<file path="config.mk">
export PLATFORM = sky130hd
export DESIGN_NAME = wbs_kdtree_slave
export DESIGN_NICKNAME = d
export VERILOG_FILES = /design/src/rtl/kdtree_wbs_pkg.sv /design/src/rtl/wbs_region_decode.sv /design/src/rtl/wbs_kdtree_slave.sv
export SDC_FILE = /design/constraint.sdc
export NUM_CORES = 1
export LEC_CHECK = 0
export BUFFER_PORTS_ARGS = -buffer_cell sky130_fd_sc_hd__buf_2
export CAP_MARGIN = 5
export CORE_ASPECT_RATIO = 0.9
export CORE_MARGIN = 3
export CORE_UTILIZATION = 45
export DETAILED_ROUTE_END_ITERATION = 8
export PLACE_DENSITY = 0.8
export SETUP_SLACK_MARGIN = 0.02
export SKIP_LAST_GASP = 1
export SYNTH_ARGS = -nofsm -noshare
export SYNTH_HDL_FRONTEND = slang
export SYNTH_SLANG_ARGS = --single-unit
</file>
<file path="constraint.sdc">
create_clock -name wb_clk_i -period 2.15 [get_ports wb_clk_i]
set_input_delay 0.215 -clock wb_clk_i [delete_from_list [all_inputs] [get_ports wb_clk_i]]
set_output_delay 0.215 -clock wb_clk_i [all_outputs]
set_load 0.01 [all_outputs]
</file>
<file path="src/rtl/kdtree_wbs_pkg.sv">
// kdtree_wbs_pkg: shared address map, register offsets and enums for the KD-tree Wishbone slave.
package kdtree_wbs_pkg;

    localparam logic [31:0] WBS_ADDR_MASK = 32'hFFFF_0000;
    localparam logic [31:0] BASE_REG      = 32'h3000_0000;
    localparam logic [31:0] BASE_QUERY    = 32'h3001_0000;
    localparam logic [31:0] BASE_LEAF     = 32'h3002_0000;
    localparam logic [31:0] BASE_BEST     = 32'h3003_0000;
    localparam logic [31:0] BASE_NODE     = 32'h3004_0000;

    localparam logic [15:0] OFF_MODE  = 16'h0000;
    localparam logic [15:0] OFF_DEBUG = 16'h0004;
    localparam logic [15:0] OFF_DONE  = 16'h0008;
    localparam logic [15:0] OFF_START = 16'h000C;
    localparam logic [15:0] OFF_BUSY  = 16'h0010;

    typedef enum logic [2:0] {REG, QUERY, LEAF, BEST, NODE, NONE} region_t;
    typedef enum logic [2:0] {IDLE, FULLW, RDW, ACK, TURN} state_t;

    function automatic logic [31:0] byte_mask(input logic [3:0] sel);
        return {{8{sel[3]}}, {8{sel[2]}}, {8{sel[1]}}, {8{sel[0]}}};
    endfunction

endpackage

</file>
<file path="src/rtl/wbs_region_decode.sv">
// wbs_region_decode: maps a Wishbone byte address to its target region and register offset.
module wbs_region_decode
    import kdtree_wbs_pkg::*;
(
    input  logic [31:0] adr,
    output region_t     region,
    output logic [15:0] off
);

    logic [31:0] page;

    assign page = adr & WBS_ADDR_MASK;
    assign off  = adr[15:0];

    always_comb
        region = page == BASE_REG   ? REG   :
                 page == BASE_QUERY ? QUERY :
                 page == BASE_LEAF  ? LEAF  :
                 page == BASE_BEST  ? BEST  :
                 page == BASE_NODE  ? NODE  : NONE;

endmodule

</file>
<file path="src/rtl/wbs_kdtree_slave.sv">
// wbs_kdtree_slave: Wishbone classic responder fanning host cycles out to KD-tree registers, FIFOs and arrays.
// Define WBS_TIMEOUT_EN to abandon FIFO-full waits after STALL_LIMIT cycles and flag it in DEBUG[31].
module wbs_kdtree_slave
    import kdtree_wbs_pkg::*;
#(
    parameter int DATA_WIDTH  = 11,
    parameter int NUM_LEAVES  = 64,
    parameter int ADDR_WIDTH  = $clog2(NUM_LEAVES),
    parameter int STALL_LIMIT = 256
) (
    input  logic                    wb_clk_i,
    input  logic                    wb_rst_i,
    input  logic                    wbs_cyc_i,
    input  logic                    wbs_stb_i,
    input  logic                    wbs_we_i,
    input  logic [3:0]              wbs_sel_i,
    input  logic [31:0]             wbs_adr_i,
    input  logic [31:0]             wbs_dat_i,
    output logic                    wbs_ack_o,
    output logic [31:0]             wbs_dat_o,
    output logic                    mode_o,
    output logic                    fsm_start_o,
    input  logic                    fsm_busy_i,
    input  logic                    fsm_done_i,
    output logic                    node_we_o,
    output logic [ADDR_WIDTH-1:0]   node_addr_o,
    output logic [2*DATA_WIDTH-1:0] node_wdata_o,
    output logic                    leaf_wenq_o,
    output logic [DATA_WIDTH-1:0]   leaf_wdata_o,
    input  logic                    leaf_wfull_n_i,
    output logic                    query_wenq_o,
    output logic [DATA_WIDTH-1:0]   query_wdata_o,
    input  logic                    query_wfull_n_i,
    output logic                    best_rd_o,
    output logic [ADDR_WIDTH+2:0]   best_addr_o,
    input  logic [DATA_WIDTH-1:0]   best_rdata_i
);

    region_t               region;
    logic [15:0]           off;
    state_t                state;
    logic [31:0]           debug, debug_n, rdata, lane;
    logic [ADDR_WIDTH+2:0] best_addr_q;
    logic                  req, word, fifo, full_n, enter_ack, timeout, reg_wr, node_wr, push;

    wbs_region_decode u_decode (
        .adr    (wbs_adr_i),
        .region (region),
        .off    (off)
    );

    assign req    = wbs_cyc_i & wbs_stb_i;
    assign word   = wbs_sel_i == 4'hF;
    assign fifo   = region == LEAF || region == QUERY;
    assign full_n = region == LEAF ? leaf_wfull_n_i : query_wfull_n_i;
    assign lane   = byte_mask(wbs_sel_i);

`ifdef WBS_TIMEOUT_EN
    localparam int CW = $clog2(STALL_LIMIT + 1);
    logic [CW-1:0] stall_cnt;

    assign timeout = req && state == FULLW && !full_n && stall_cnt == CW'(STALL_LIMIT - 1);

    always_ff @(posedge wb_clk_i) begin
        if (wb_rst_i || state != FULLW)
            stall_cnt <= '0;
        else
            stall_cnt <= stall_cnt + 1'b1;
    end
`else
    assign timeout = 1'b0;
`endif

    // Every path into ACK funnels through enter_ack so the side-effect strobes land in the ACK cycle.
    assign enter_ack = req && (state == IDLE  ? (fifo ? full_n : region != BEST) :
                               state == FULLW ? (full_n || timeout) :
                               state == RDW);
    assign reg_wr    = enter_ack && wbs_we_i && region == REG;
    assign node_wr   = enter_ack && wbs_we_i && region == NODE && word;
    assign push      = enter_ack && wbs_we_i && fifo && full_n && word;

    // The array returns data one cycle after the strobe, so address and strobe go out in the request cycle.
    assign best_rd_o   = !wb_rst_i && state == IDLE && req && region == BEST;
    assign best_addr_o = best_rd_o ? wbs_adr_i[ADDR_WIDTH+2:0] : best_addr_q;

    always_comb begin
        rdata = '0;
        if (region == BEST)
            rdata[DATA_WIDTH-1:0] = best_rdata_i;
        else if (region == REG)
            rdata = off == OFF_MODE  ? {31'b0, mode_o}     :
                    off == OFF_DEBUG ? debug               :
                    off == OFF_DONE  ? {31'b0, fsm_done_i} :
                    off == OFF_BUSY  ? {31'b0, fsm_busy_i} : '0;
    end

    always_comb begin
        debug_n = reg_wr && off == OFF_DEBUG ? (debug & ~lane) | (wbs_dat_i & lane) : debug;
`ifdef WBS_TIMEOUT_EN
        debug_n[31] = timeout || (debug[31] && !(reg_wr && off == OFF_DEBUG && wbs_sel_i[3] && !wbs_dat_i[31]));
`endif
    end

    always_ff @(posedge wb_clk_i) begin
        if (wb_rst_i) begin
            state         <= IDLE;
            wbs_ack_o     <= 1'b0;
            wbs_dat_o     <= '0;
            mode_o        <= 1'b0;
            fsm_start_o   <= 1'b0;
            node_we_o     <= 1'b0;
            node_addr_o   <= '0;
            node_wdata_o  <= '0;
            leaf_wenq_o   <= 1'b0;
            leaf_wdata_o  <= '0;
            query_wenq_o  <= 1'b0;
            query_wdata_o <= '0;
            debug         <= '0;
            best_addr_q   <= '0;
        end else begin
            wbs_ack_o    <= enter_ack;
            wbs_dat_o    <= enter_ack && !wbs_we_i ? rdata : '0;
            fsm_start_o  <= reg_wr && off == OFF_START && wbs_dat_i[0] && !fsm_busy_i;
            node_we_o    <= node_wr;
            leaf_wenq_o  <= push && region == LEAF;
            query_wenq_o <= push && region == QUERY;
            debug        <= debug_n;
            if (reg_wr && off == OFF_MODE)
                mode_o <= wbs_dat_i[0];
            if (node_wr) begin
                node_addr_o  <= wbs_adr_i[ADDR_WIDTH-1:0];
                node_wdata_o <= wbs_dat_i[2*DATA_WIDTH-1:0];
            end
            if (push && region == LEAF)
                leaf_wdata_o <= wbs_dat_i[DATA_WIDTH-1:0];
            if (push && region == QUERY)
                query_wdata_o <= wbs_dat_i[DATA_WIDTH-1:0];
            if (best_rd_o)
                best_addr_q <= wbs_adr_i[ADDR_WIDTH+2:0];
            case (state)
                IDLE:       state <= !req ? IDLE : enter_ack ? ACK : region == BEST ? RDW : FULLW;
                FULLW, RDW: state <= !req ? IDLE : enter_ack ? ACK : state;
                ACK:        state <= TURN;
                default:    state <= IDLE;
            endcase
        end
    end

endmodule
</file>
Yosys cells after proc, flatten, opt, wreduce, memory -nomap -nowiden --
Cells that the tools add are included.
Operators by class: add/sub/neg operators 0, multiply operators 0, divide/modulo/power cells 0, magnitude comparators 0, eq/ne operators 19, shift operators 0, multiplexer cells 22, bitwise operators 7, reductions and logical operators 29
Operator list (count):
- 16-bit by 14-bit == test with 1-bit output (second input constant) | 5
- 32-bit AND | 2
- 11-bit 2-to-1 mux | 3
- 16-bit by 4-bit == test with 1-bit output (second input constant) | 2
- 32-bit 2-to-1 mux | 1
- 32-bit inverter | 1
- 32-bit OR | 1
- 1-bit logical AND | 19
- 3-bit 2-to-1 mux | 6
- 16-bit by 3-bit == test with 1-bit output (second input constant) | 1
- 16-bit by 5-bit == test with 1-bit output (second input constant) | 1
- 16-bit logical NOT | 1
- 3-bit by 2-bit == test with 1-bit output (second input constant) | 4
- 9-bit 2-to-1 mux | 1
- 3-bit case mux with 3 select lines | 1
- 1-bit 2-to-1 mux | 7
- 3-bit by 1-bit == test with 1-bit output (second input constant) | 2
- 3-bit logical NOT | 2
- 2-bit 2-to-1 mux | 3
- 5-bit OR reduction | 1
- 4-bit == test (second input constant) | 1
- 2-bit OR reduction | 2
- 3-bit == test (second input constant) | 1
- 1-bit logical NOT | 3
- other kinds (5) | 6
Word-level totals: flip-flop bits (word level) 132, bits in latches 0, RAM bits 0, bits in read-only memories 0, output and inout port bits 98, memories 0

Logic depth before layout (Yosys ltp) --
word-level depth 16, mapped depth 8

Cells and area by module --
From an unflattened synthesis, not the netlist that was laid out.
Unflattened totals: cell total of the unflattened synthesis 550, area total of the unflattened synthesis 5256.3 sq um
By module, submodules not included:
- wbs_kdtree_slave | instances 1, cells each 524, area an instance 5048.6 sq um
- wbs_region_decode | instances 1, cells each 26, area an instance 207.7 sq um

Worst setup path before layout --
No wires, ideal clock.
path type input -> register, start in wbs_adr_i[25], end reg node_wdata_o[6], arrival time 1.858 ns, setup slack 0.220 ns, stages on the path 7, cell sequence nor4_4 > nand4_2 > or4b_1 > a21oi_2 > buf_6 > buf_12 > mux2i_1
Between the ends: word-level cells in the longest chain between the ends 14
RTL lines:
- from (decl) | RTL line wbs_kdtree_slave.sv:17 | input logic [31:0] wbs_adr_i,
- 16-bit by 14-bit == test with 1-bit output | RTL line wbs_region_decode.sv:20 | page == BASE_NODE ? NODE : NONE;
- 1-bit 2-to-1 mux | RTL line wbs_region_decode.sv:20
- 3-bit 2-to-1 mux | RTL line wbs_region_decode.sv:19 | page == BASE_BEST ? BEST :
- 3-bit 2-to-1 mux | RTL line wbs_region_decode.sv:18 | page == BASE_LEAF ? LEAF :
- 3-bit 2-to-1 mux | RTL line wbs_region_decode.sv:17 | page == BASE_QUERY ? QUERY :
- 3-bit 2-to-1 mux (*) | RTL line wbs_region_decode.sv:16 | region = page == BASE_REG ? REG :
- 3-bit by 2-bit == test with 1-bit output / 3-bit by 1-bit == test with 1-bit output (equally long branches) | RTL line wbs_kdtree_slave.sv:54, wbs_kdtree_slave.sv:55
- 1-bit 2-to-1 mux / 1-bit logical OR (equally long branches) | RTL line wbs_kdtree_slave.sv:55, wbs_kdtree_slave.sv:54
- 1-bit 2-to-1 mux, on equally long branches | RTL line wbs_kdtree_slave.sv:76, wbs_kdtree_slave.sv:75
- 1-bit 2-to-1 mux | RTL line wbs_kdtree_slave.sv:75 | assign enter_ack = req && (state == IDLE ? (fifo ? full_n : region != BEST) :
- 1-bit logical AND | RTL line wbs_kdtree_slave.sv:75
- 1-bit logical AND | RTL line wbs_kdtree_slave.sv:79 | assign node_wr = enter_ack && wbs_we_i && region == NODE && word;
- 1-bit logical AND (*) (2 in series) | RTL line wbs_kdtree_slave.sv:79
- to (signal assigned) | RTL line wbs_kdtree_slave.sv:132 | node_wdata_o <= wbs_dat_i[2*DATA_WIDTH-1:0];
- to (decl) | RTL line wbs_kdtree_slave.sv:27 | output logic [2*DATA_WIDTH-1:0] node_wdata_o,
Mark *: on every way between the ends. The rest lies on a longest branch, timed or not. A chain may end at the register's enable or synchronous reset.

Final worst setup path --
start reg state[2], end out best_addr_o[6]
Between the ends: word-level cells in the longest chain between the ends 5
RTL lines:
- from (decl) | RTL line wbs_kdtree_slave.sv:41 | state_t state;
- from (signal assigned) | RTL line wbs_kdtree_slave.sv:141 | IDLE: state <= !req ? IDLE : enter_ack ? ACK : region == BEST ? RDW : FULLW;
- from (signal assigned) | RTL line wbs_kdtree_slave.sv:142 | FULLW, RDW: state <= !req ? IDLE : enter_ack ? ACK : state;
- 3-bit logical NOT | RTL line wbs_kdtree_slave.sv:83 | assign best_rd_o = !wb_rst_i && state == IDLE && req && region == BEST;
- 1-bit logical AND (3 in series) | RTL line wbs_kdtree_slave.sv:83
- 9-bit 2-to-1 mux
- to (decl) | RTL line wbs_kdtree_slave.sv:35 | output logic [ADDR_WIDTH+2:0] best_addr_o,
No other way between the ends.

==> metrics <==
synthesized area=~5500 µm²; Crit Path Class=register to output pin; Post-synth top cells=dfxtp_1 (132), nand2b_1 (102), mux2i_1 (83); Synth top area share=48.1%; count leader, synth=dfxtp_1; gr ovfl total=0; clk root buf=clkbuf_16; FF-to-FF path depth=6; initial drt markers=approximately 340; DP HPWL=10400 µm; Die X=roughly 120 µm; number of synthesized flops with an enable pin=0; Residual DRC=0; Min-Delay Path Class=input pin to register; layout cell share with drive strength beyond 1=about 37%; CTS tree=yes; Cells after DPL=roughly 860; WL final=around 14000 µm; Critical Path Fanout Max=9; vias in the first global route=~4600; Ports=186; Hold Crit Start=wbs_dat_i[6]; global-route wire length before repair=22900 µm; #FFs+latches synth=approximately 130; CTS Buf Count=17; critical path cell sequence=nand3b_1 > buf_4 > nor2_2 > nand4_1 > buf_6 > mux2_2 > buf_2; final setup violation count=0; Fin Setup TNS=0 ns; Core Rows=37; Synth cell types=48; Ys Warns=0; Critical Path AT=roughly 1.9 ns; n_diodes=0; hold depth=3; WL per Instance=about 16 µm; Hold WS=between 0.06 and 0.07 ns; Multi-input gate area=between 2000 and 3000 µm²; Peak VDD IR=about 0.45 mV; critical path's slowest cell=dfxtp_1; Tot GR Track Use=a little over a fifth; H-tree Lvls=4; Startpoint Class=register; Core Util, Final=between 60% and 70%; worst skew pair latency=0.41 ns; fin nets=approximately 810; ANT nets after route=0; Reg-to-Reg Start=state[2]; Gate Count Post-Synth=between 500 and 600; largest net degree at the start of global routing=54; top cells by area, synth=dfxtp_1 (48%), mux2i_1 (15%), nand2b_1 (12%); power per cell area=between 700 and 800 nW/µm²; die span in y=111 µm; CTS Sinks=around 130; clk buf depth=2; Synth Area per Inst=between 10 and 15 µm²; Tcrit/Tclk final=~100%; full die area=~14000 µm²; initial antenna violation count=0; Max Freq=around 0.47 GHz; Fillers=slightly above 1000; Vias/cell=around 5.0; Leak=roughly 3.4 nW; post-route minimum period=between 2 and 2.5 ns; Port Buffers=approximately 190; Fin. Hold Viols=0; measured slew at the worst slew-check pin=~0.49 ns; skew final=approximately 0.0090 ns; DR vias=about 4500; Max Slew Vio Count=0; Placer Congestion=0.877; outcome=complete, no violations; synthesized net count=roughly 600; relative slew slack=between 60 and 70%; sequential share of the synthesized area=48.1%; Crit. Startpoint=state[2]; final cell count without fillers=892; Max-cap violations=0; max incr delay on CP=about 0.3 ns; unrepaired setup endpoints after global routing=true; Pre-antenna DRT Iters=5; P&R area growth vs syn=33.3%; Req. time, crit path=a little under 2 ns; Primary FF master, synth=dfxtp_1; Crit. End Element=output pin; asr flop ratio synth=0%; largest area contributor in the netlist=dfxtp_1; clock slew at reported path FFs=~0.060 ns; register area=between 2000 and 3000 µm²; Initial Utilization=a little under half; CORE AREA=11700 µm²
-- what timing repair did --
action | in CTS | in global routing
buffers inserted | 1 | 0
pin swaps | 0 | 1
setup endpoints to repair | 17 | 17
endpoints found under the hold margin | 0 | 0
gates resized for setup | 2 | 2
hold buffers | 0 | 0
cloned | 0 | 0
-- per-layer routing --
layer  up-vias  share of wire (%)  GRT usage, %
li1       2204                  -             -
met4         0                1.2          7.31
met2       154                 48          35.1
met5         -                  0             0
met1      2092                 45          27.4
met3        15                6.2          5.20
-- kinds of logic (layout without fill, tap and decap cells) --
logic type / count (synthesis) / count (layout) / share of synthesized area [%]
AOI/OAI and AO/OA: 29 / 29 / 4.87
and+or+nand+nor: 233 / 233 / 26.1
DFF: 132 / 132 / 48.1
muxes: 92 / 92 / 17.0
buffers and inverters: 38 / 250 / 4.01
-- metrics by stage --
stage	instance area [µm²]	worst slack, ns	total power, mW
6_report	7320	0.0103	5.68
5_1_grt	7320	-0.0649	5.87
4_1_cts	7320	-0.00966	5.73
3_5_place_dp	6700	-0.137	2.79
3_3_place_gp	6700	0.0123	2.78
2_1_floorplan	5490	0.220	2.64
-- layout make-up --
cell class	instances	area share (%)
Multi-Input combinational cell	354	36.4
Clock buffer	18	5.86
Inverter	5	0.256
Tap cell	156	2.67
Timing Repair Buffer	213	16.3
Clock inverter	14	2.41
Sequential cell	132	36.1
-- critical path, delay by kind of cell (launching register included) --
kind,cells,cell delay (ns)
flip-flops,1,0.30
AND/OR/NAND/NOR,3,0.45
buffers and inverters,3,0.50
multiplexers,1,0.27
-- path summary, 6_finish.rpt --
check	to	slack (ns)
setup / recovery	best_addr_o[6]	0.01
hold / removal	leaf_wdata_o[6]	0.06
setup reg to reg	wbs_dat_o[0]	0.14
hold reg to reg	state[2]	0.41
-- layout by cell type (no fill, tap or decap), types with 17 or more instances in the layout --
master,synthesis,final
nor2_1,32,31
nand2b_1,102,102
dfxtp_1,132,132
buf_2,3,184
clkbuf_16,0,17
buf_4,5,24
and3_1,24,24
mux2i_1,83,83
-- power breakdown --
part	internal [mW]	switching, mW
Clock	1.84	1.10
Combinational	0.136	0.154
Sequential	2.45	0.00254
Power figures use the tool's default switching activity.
